## src/rtl/seq_alu_if.sv

```systemverilog
// rtl/seq_alu_if.sv - operand/result handshake bundle for seq_alu
interface seq_alu_if #(
  parameter int WIDTH = 4
);
  logic               in_valid;
  logic               in_ready;
  logic [WIDTH-1:0]   in1;
  logic [WIDTH-1:0]   in2;
  logic [1:0]         opcode;
  logic               out_valid;
  logic               out_ready;
  logic [2*WIDTH-1:0] result;
  logic               flag_carry;
  logic               flag_zero;
  logic               flag_dbz;

  modport master (
    output in_valid, in1, in2, opcode, out_ready,
    input  in_ready, out_valid, result, flag_carry, flag_zero, flag_dbz
  );

  modport slave (
    input  in_valid, in1, in2, opcode, out_ready,
    output in_ready, out_valid, result, flag_carry, flag_zero, flag_dbz
  );
endinterface

```

## src/rtl/seq_alu.sv

```systemverilog
// rtl/seq_alu.sv - registered add/sub/mul/div ALU with iterative restoring divider
module seq_alu #(
  parameter int WIDTH      = 4,
  parameter bit DIV_ENABLE = 1'b1
) (
  input logic     clk,
  input logic     rst_n,
  seq_alu_if.slave bus
);
  localparam int CW = $clog2(WIDTH);

  typedef enum logic [1:0] {
    S_IDLE = 2'd0,
    S_DIV  = 2'd1,
    S_DONE = 2'd2
  } state_t;

  state_t             state;
  logic [CW-1:0]      cnt;
  logic [WIDTH-1:0]   rem;
  logic [WIDTH-1:0]   quot;
  logic [WIDTH-1:0]   dvsr;
  logic               out_valid_q;
  logic [2*WIDTH-1:0] result_q;
  logic               carry_q;
  logic               zero_q;
  logic               dbz_q;

  logic               accept;
  logic               div_start;
  logic [WIDTH:0]     sum;
  logic [WIDTH-1:0]   diff;
  logic [2*WIDTH-1:0] prod;
  logic [2*WIDTH-1:0] imm_result;
  logic               imm_carry;
  logic               imm_dbz;
  logic [WIDTH:0]     rem_shift;
  logic [WIDTH:0]     trial;
  logic [WIDTH-1:0]   step_rem;
  logic [WIDTH-1:0]   step_quot;

  // Combinational so a draining result and a new accept can share one cycle.
  assign bus.in_ready = (state == S_IDLE) || (state == S_DONE && bus.out_ready);
  assign accept       = bus.in_valid && bus.in_ready;
  assign div_start    = DIV_ENABLE && (bus.opcode == 2'b11) && (bus.in2 != '0);

  assign sum  = {1'b0, bus.in1} + {1'b0, bus.in2};
  assign diff = bus.in1 - bus.in2;
  assign prod = {{WIDTH{1'b0}}, bus.in1} * {{WIDTH{1'b0}}, bus.in2};

  always_comb begin
    imm_result = '0;
    imm_carry  = 1'b0;
    imm_dbz    = 1'b0;
    case (bus.opcode)
      2'b00: begin
        imm_result = {{WIDTH{1'b0}}, sum[WIDTH-1:0]};
        imm_carry  = sum[WIDTH];
      end
      2'b01: begin
        imm_result = {{WIDTH{1'b0}}, diff};
        imm_carry  = (bus.in1 < bus.in2);
      end
      2'b10: imm_result = prod;
      // Only reached for a zero divisor or when the divider is not built.
      default: imm_dbz = 1'b1;
    endcase
  end

  // Restoring step: dividend bits shift out of quot into rem, quotient bits shift in.
  assign rem_shift = {rem, quot[WIDTH-1]};
  assign trial     = rem_shift - {1'b0, dvsr};

  always_comb begin
    step_rem  = rem_shift[WIDTH-1:0];
    step_quot = {quot[WIDTH-2:0], 1'b0};
    if (!trial[WIDTH]) begin
      step_rem  = trial[WIDTH-1:0];
      step_quot = {quot[WIDTH-2:0], 1'b1};
    end
  end

  always_ff @(posedge clk or negedge rst_n) begin
    if (!rst_n) begin
      state       <= S_IDLE;
      cnt         <= '0;
      rem         <= '0;
      quot        <= '0;
      dvsr        <= '0;
      out_valid_q <= 1'b0;
      result_q    <= '0;
      carry_q     <= 1'b0;
      zero_q      <= 1'b0;
      dbz_q       <= 1'b0;
    end else begin
      case (state)
        S_IDLE, S_DONE: begin
          if (state == S_DONE && bus.out_ready) begin
            out_valid_q <= 1'b0;
            state       <= S_IDLE;
          end
          if (accept) begin
            if (div_start) begin
              state       <= S_DIV;
              out_valid_q <= 1'b0;
              cnt         <= CW'(WIDTH - 1);
              rem         <= '0;
              quot        <= bus.in1;
              dvsr        <= bus.in2;
            end else begin
              state       <= S_DONE;
              out_valid_q <= 1'b1;
              result_q    <= imm_result;
              carry_q     <= imm_carry;
              zero_q      <= (imm_result == '0);
              dbz_q       <= imm_dbz;
            end
          end
        end
        S_DIV: begin
          rem  <= step_rem;
          quot <= step_quot;
          cnt  <= cnt - 1'b1;
          if (cnt == '0) begin
            state       <= S_DONE;
            out_valid_q <= 1'b1;
            result_q    <= {step_rem, step_quot};
            carry_q     <= 1'b0;
            zero_q      <= ({step_rem, step_quot} == '0);
            dbz_q       <= 1'b0;
          end
        end
        default: state <= S_IDLE;
      endcase
    end
  end

  assign bus.out_valid  = out_valid_q;
  assign bus.result     = result_q;
  assign bus.flag_carry = carry_q;
  assign bus.flag_zero  = zero_q;
  assign bus.flag_dbz   = dbz_q;
endmodule

```

## src/flat_wrapper.sv

```systemverilog
// flat-port wrapper written by rule: the top's interface ports become plain ports
module seq_alu_flat 
#(
  parameter int WIDTH      = 4,
  parameter bit DIV_ENABLE = 1'b1
)
  (clk, rst_n, bus_in_valid, bus_in1, bus_in2, bus_opcode, bus_out_ready, bus_in_ready, bus_out_valid, bus_result, bus_flag_carry, bus_flag_zero, bus_flag_dbz);
  seq_alu_if #(.WIDTH(WIDTH)) bus_i ();
  input logic clk;
  input logic rst_n;
  input wire logic [$bits(bus_i.in_valid)-1:0] bus_in_valid;
  input wire logic [$bits(bus_i.in1)-1:0] bus_in1;
  input wire logic [$bits(bus_i.in2)-1:0] bus_in2;
  input wire logic [$bits(bus_i.opcode)-1:0] bus_opcode;
  input wire logic [$bits(bus_i.out_ready)-1:0] bus_out_ready;
  output wire logic [$bits(bus_i.in_ready)-1:0] bus_in_ready;
  output wire logic [$bits(bus_i.out_valid)-1:0] bus_out_valid;
  output wire logic [$bits(bus_i.result)-1:0] bus_result;
  output wire logic [$bits(bus_i.flag_carry)-1:0] bus_flag_carry;
  output wire logic [$bits(bus_i.flag_zero)-1:0] bus_flag_zero;
  output wire logic [$bits(bus_i.flag_dbz)-1:0] bus_flag_dbz;
  assign bus_i.in_valid = bus_in_valid;
  assign bus_i.in1 = bus_in1;
  assign bus_i.in2 = bus_in2;
  assign bus_i.opcode = bus_opcode;
  assign bus_i.out_ready = bus_out_ready;
  assign bus_in_ready = bus_i.in_ready;
  assign bus_out_valid = bus_i.out_valid;
  assign bus_result = bus_i.result;
  assign bus_flag_carry = bus_i.flag_carry;
  assign bus_flag_zero = bus_i.flag_zero;
  assign bus_flag_dbz = bus_i.flag_dbz;
  seq_alu #(.WIDTH(WIDTH), .DIV_ENABLE(DIV_ENABLE)) u_core (.clk(clk), .rst_n(rst_n), .bus(bus_i));
endmodule
```

## config.mk

```make
export PLATFORM = sky130hd
export DESIGN_NAME = seq_alu_flat
export DESIGN_NICKNAME = d
export VERILOG_FILES = /design/src/rtl/seq_alu_if.sv /design/src/rtl/seq_alu.sv /design/src/flat_wrapper.sv
export SDC_FILE = /design/constraint.sdc
export NUM_CORES = 1
export LEC_CHECK = 0
export CORE_MARGIN = 2
export CORE_UTILIZATION = 43
export CTS_CLUSTER_DIAMETER = 100
export DETAILED_ROUTE_END_ITERATION = 7
export SKIP_CTS_REPAIR_TIMING = 1
export SYNTH_ARGS = -nofsm -noshare
export SYNTH_HDL_FRONTEND = slang
export SYNTH_SLANG_ARGS = --single-unit
export TNS_END_PERCENT = 5
```

## constraint.sdc

```tcl
create_clock -name clk -period 2.7 [get_ports clk]
set_input_delay 0.54 -clock clk [delete_from_list [all_inputs] [get_ports clk]]
set_output_delay 0.54 -clock clk [all_outputs]
set_load 0.02 [all_outputs]
```

==> results.toml <==
[synth]
ys_seq_elements = 28
synth_flop_cell = "dfrtp_1"
synth_area_leader_cell = "dfrtp_1"
netlist_area_sq_um = 2230
syn_inst = 243
synth_cell_types = 48
synth.area.top_cells = "dfrtp_1 (31%), ha_1 (14%), fa_1 (6.3%), a21oi_1 (4.0%), nor2_1 (3.7%)"
yosysWarningCount = 0
async_flop_share_pct = 100
syn_area_per_cell_sq_um = 9.20
synth_nets = 289
synth_edf_count = 0
yosysTopAreaCellShare_pct = 31.4
yosys-top-cells-count = "dfrtp_1 (28), ha_1 (25), nor2_1 (22)"
yosysMostFrequentCell = "dfrtp_1"
yosysSeqAreaShare_pct = 31.4

[place]
post-dp-hpwl_um = 4460
port_buffers = 26
gp_congestion = 0.833
dpl_worst_slack_ns = -1.16

[status]
outcome = "finished, violations left"
violations = "setup timing"

[timing]
max_freq_mhz = 321
post-route-period-util_pct = 115
finalMaxSlewViolations = 0
skew_ns = 0.00195
final_hold_viol_count = 0
worstMarginPinSlew_ns = 0.724
setup_viol = 5
whs_ns = 0.495
period_minus_slack_ns = 3.12
setup_ws_ns = -0.416
rsz0062_at_grt = "yes"
setup_tns_ns = -0.873
relSlewSlack_pct = 50.5

[global_routing]
track_usage_pct = 19.8
grt_overflow = 0
antenna_found_initial = 0
first_global_vias = 1955
grt_max_degree = 29
grt_pass1_wl_um = 9340

[clocking]
cts_made_buffers = 3
clk_pin_slew_worst_paths_ns = 0.09
h-tree-depth = 1
clock_sinks = 28
cts_tree = "yes"
cts_root_buf = "clkbuf_8"
clkLatencyLatePin_ns = 0.27
cts_buffer_depth = 2

[worst_setup_path]
slowest_delay_ns = 0.50
path_cells = "buf_6, buf_8, nand2_8, fa_1, inv_2, fa_1, fa_2, a21o_1, a21oi_2, xnor2_2, a21oi_1, or4b_1, a31oi_1"
crit_fanout = 4
worstSetupStartpointType = "primary input"
cp.arrival_ns = 3.32
setup.worst_path.end_class = "flip-flop"
critical_path_class = "primary input to flip-flop"
slowest_stage = "fa_1"
cp.required_ns = 2.90
crit_top_cell = "fa_1"
reg2reg_depth = 10

[floorplan]
die_h_um = 76.1
initial_core_util_pct = 44.0
coreArea_sq_um = 5070
die-area_sq_um = 5790
rows = 26
ios = 27
die_w_um = 76.1

[route]
viasPerCell = 5.13
drt-initial-drc-count = 69
wl_per_cell_um = 14.4
remaining_drc_errors = 0
drt_pass1_iterations = 4
ant_nets = 0
via_count = 1941
routed_wl_um = 5440

[cells_and_area]
antenna_cells = 0
ff_latch_area_sq_um = 701
layout-drive-gt1-share_pct = 24.7
nFillCells = 467
nets = 356
postLayoutCoreUtil_pct = 58.9
area_growth_pct = 33.8
multi_input_area_sq_um = 1490

[flow_run]
cap_violations = 0

[worst_hold_path]
hold-path-cell-count = 1
worstHoldPathType = "flip-flop to flip-flop"

[power_and_ir_drop]
total_power_mw = 2.18
power_density_nw_per_um2 = 731
p_leak_nw = 1.41
ir_worst_vdd_uv = 462
==> cell usage in the layout, fill, tap and decap left out, types with 8 or more instances in the layout <==
cell,instances
o21ai_0,12
inv_1,17
nor2b_1,8
nor2_1,22
ha_1,23
a21oi_1,16
dfrtp_1,28
nand2_1,13
clkdlybuf4s50_1,18
buf_4,46
==> logic make-up (layout without fill, tap and decap cells) <==
kind of cell,Yosys count,in the layout,share of synthesized area [%]
mux,10,10,4.65
simple gates,80,80,18.5
fa+ha+maj,32,32,20.3
xor+xnor,6,6,2.35
compound gates,60,60,17.7
flops,28,28,31.4
buf+inv,27,92,5.09
==> layer usage <==
| metal | vias up | wire, um | share of wire, % | GRT usage [%] |
|---|---|---|---|---|
| li1 | 996 | - | - | - |
| met1 | 894 | 2670 | 49 | 28.8 |
| met2 | 44 | 2490 | 46 | 32.1 |
| met3 | 7 | 223 | 4.1 | 2.61 |
| met4 | 0 | 55 | 1.0 | 3.82 |
| met5 | - | 0 | 0 | 0 |
==> cell type report <==
type	count	area share [%]
Clock buffer	3	1.38
Timing Repair Buffer	71	20.0
Multi-Input combinational cell	188	50.0
Sequential cell	28	23.4
Tap cell	70	2.93
Inverter	18	2.26
==> worst max-delay path: cells and delay by family <==
family                   cells  cell delay, ns
AND/OR/NAND/NOR              2            0.48
buffers and inverters        3            0.22
AO/OA/AOI/OAI                4            0.62
XOR/XNOR                     1            0.08
adder cells (fa/ha/maj)      3            1.37
==> worst paths after layout <==
kind,slack (ns),from,end
setup / recovery,-0.42,bus_in2[1],u_core.bus.flag_zero
hold / removal,0.50,u_core.cnt[0],u_core.cnt[0]
setup reg to reg,0.25,u_core.quot[3],u_core.bus.result[6]
hold reg to reg,0.50,u_core.cnt[0],u_core.cnt[0]
max in group asynchronous,1.79,rst_n,u_core.bus.result[1]
min in group asynchronous,0.64,rst_n,u_core.bus.flag_zero
==> registers in the layout, summed over array words and instances (netlist names) <==
signal,cells
u_core.bus.flag_carry,1
u_core.bus.flag_dbz,1
u_core.bus.flag_zero,1
u_core.bus.out_valid,1
u_core.bus.result,8
u_core.cnt,2
u_core.dvsr,4
u_core.quot,4
u_core.rem,4
u_core.state,2
==> report_power, final <==
part           switching [mW]  internal (mW)  leakage (nW)
clock network           0.123          0.100        0.0216
registers               0.127          0.603         0.336
logic                   0.632          0.600          1.05
==> through the flow <==
| stage | cell area [sq um] | cells |
|---|---|---|
| final | 2990 | 378 |
| after global routing | 2990 | 378 |
| after CTS | 2940 | 378 |
| after detailed placement | 2900 | 375 |
| after global placement | 2900 | 375 |
| after floorplan | 2260 | 243 |
No activity file was read; power rests on OpenSTA's default activity.
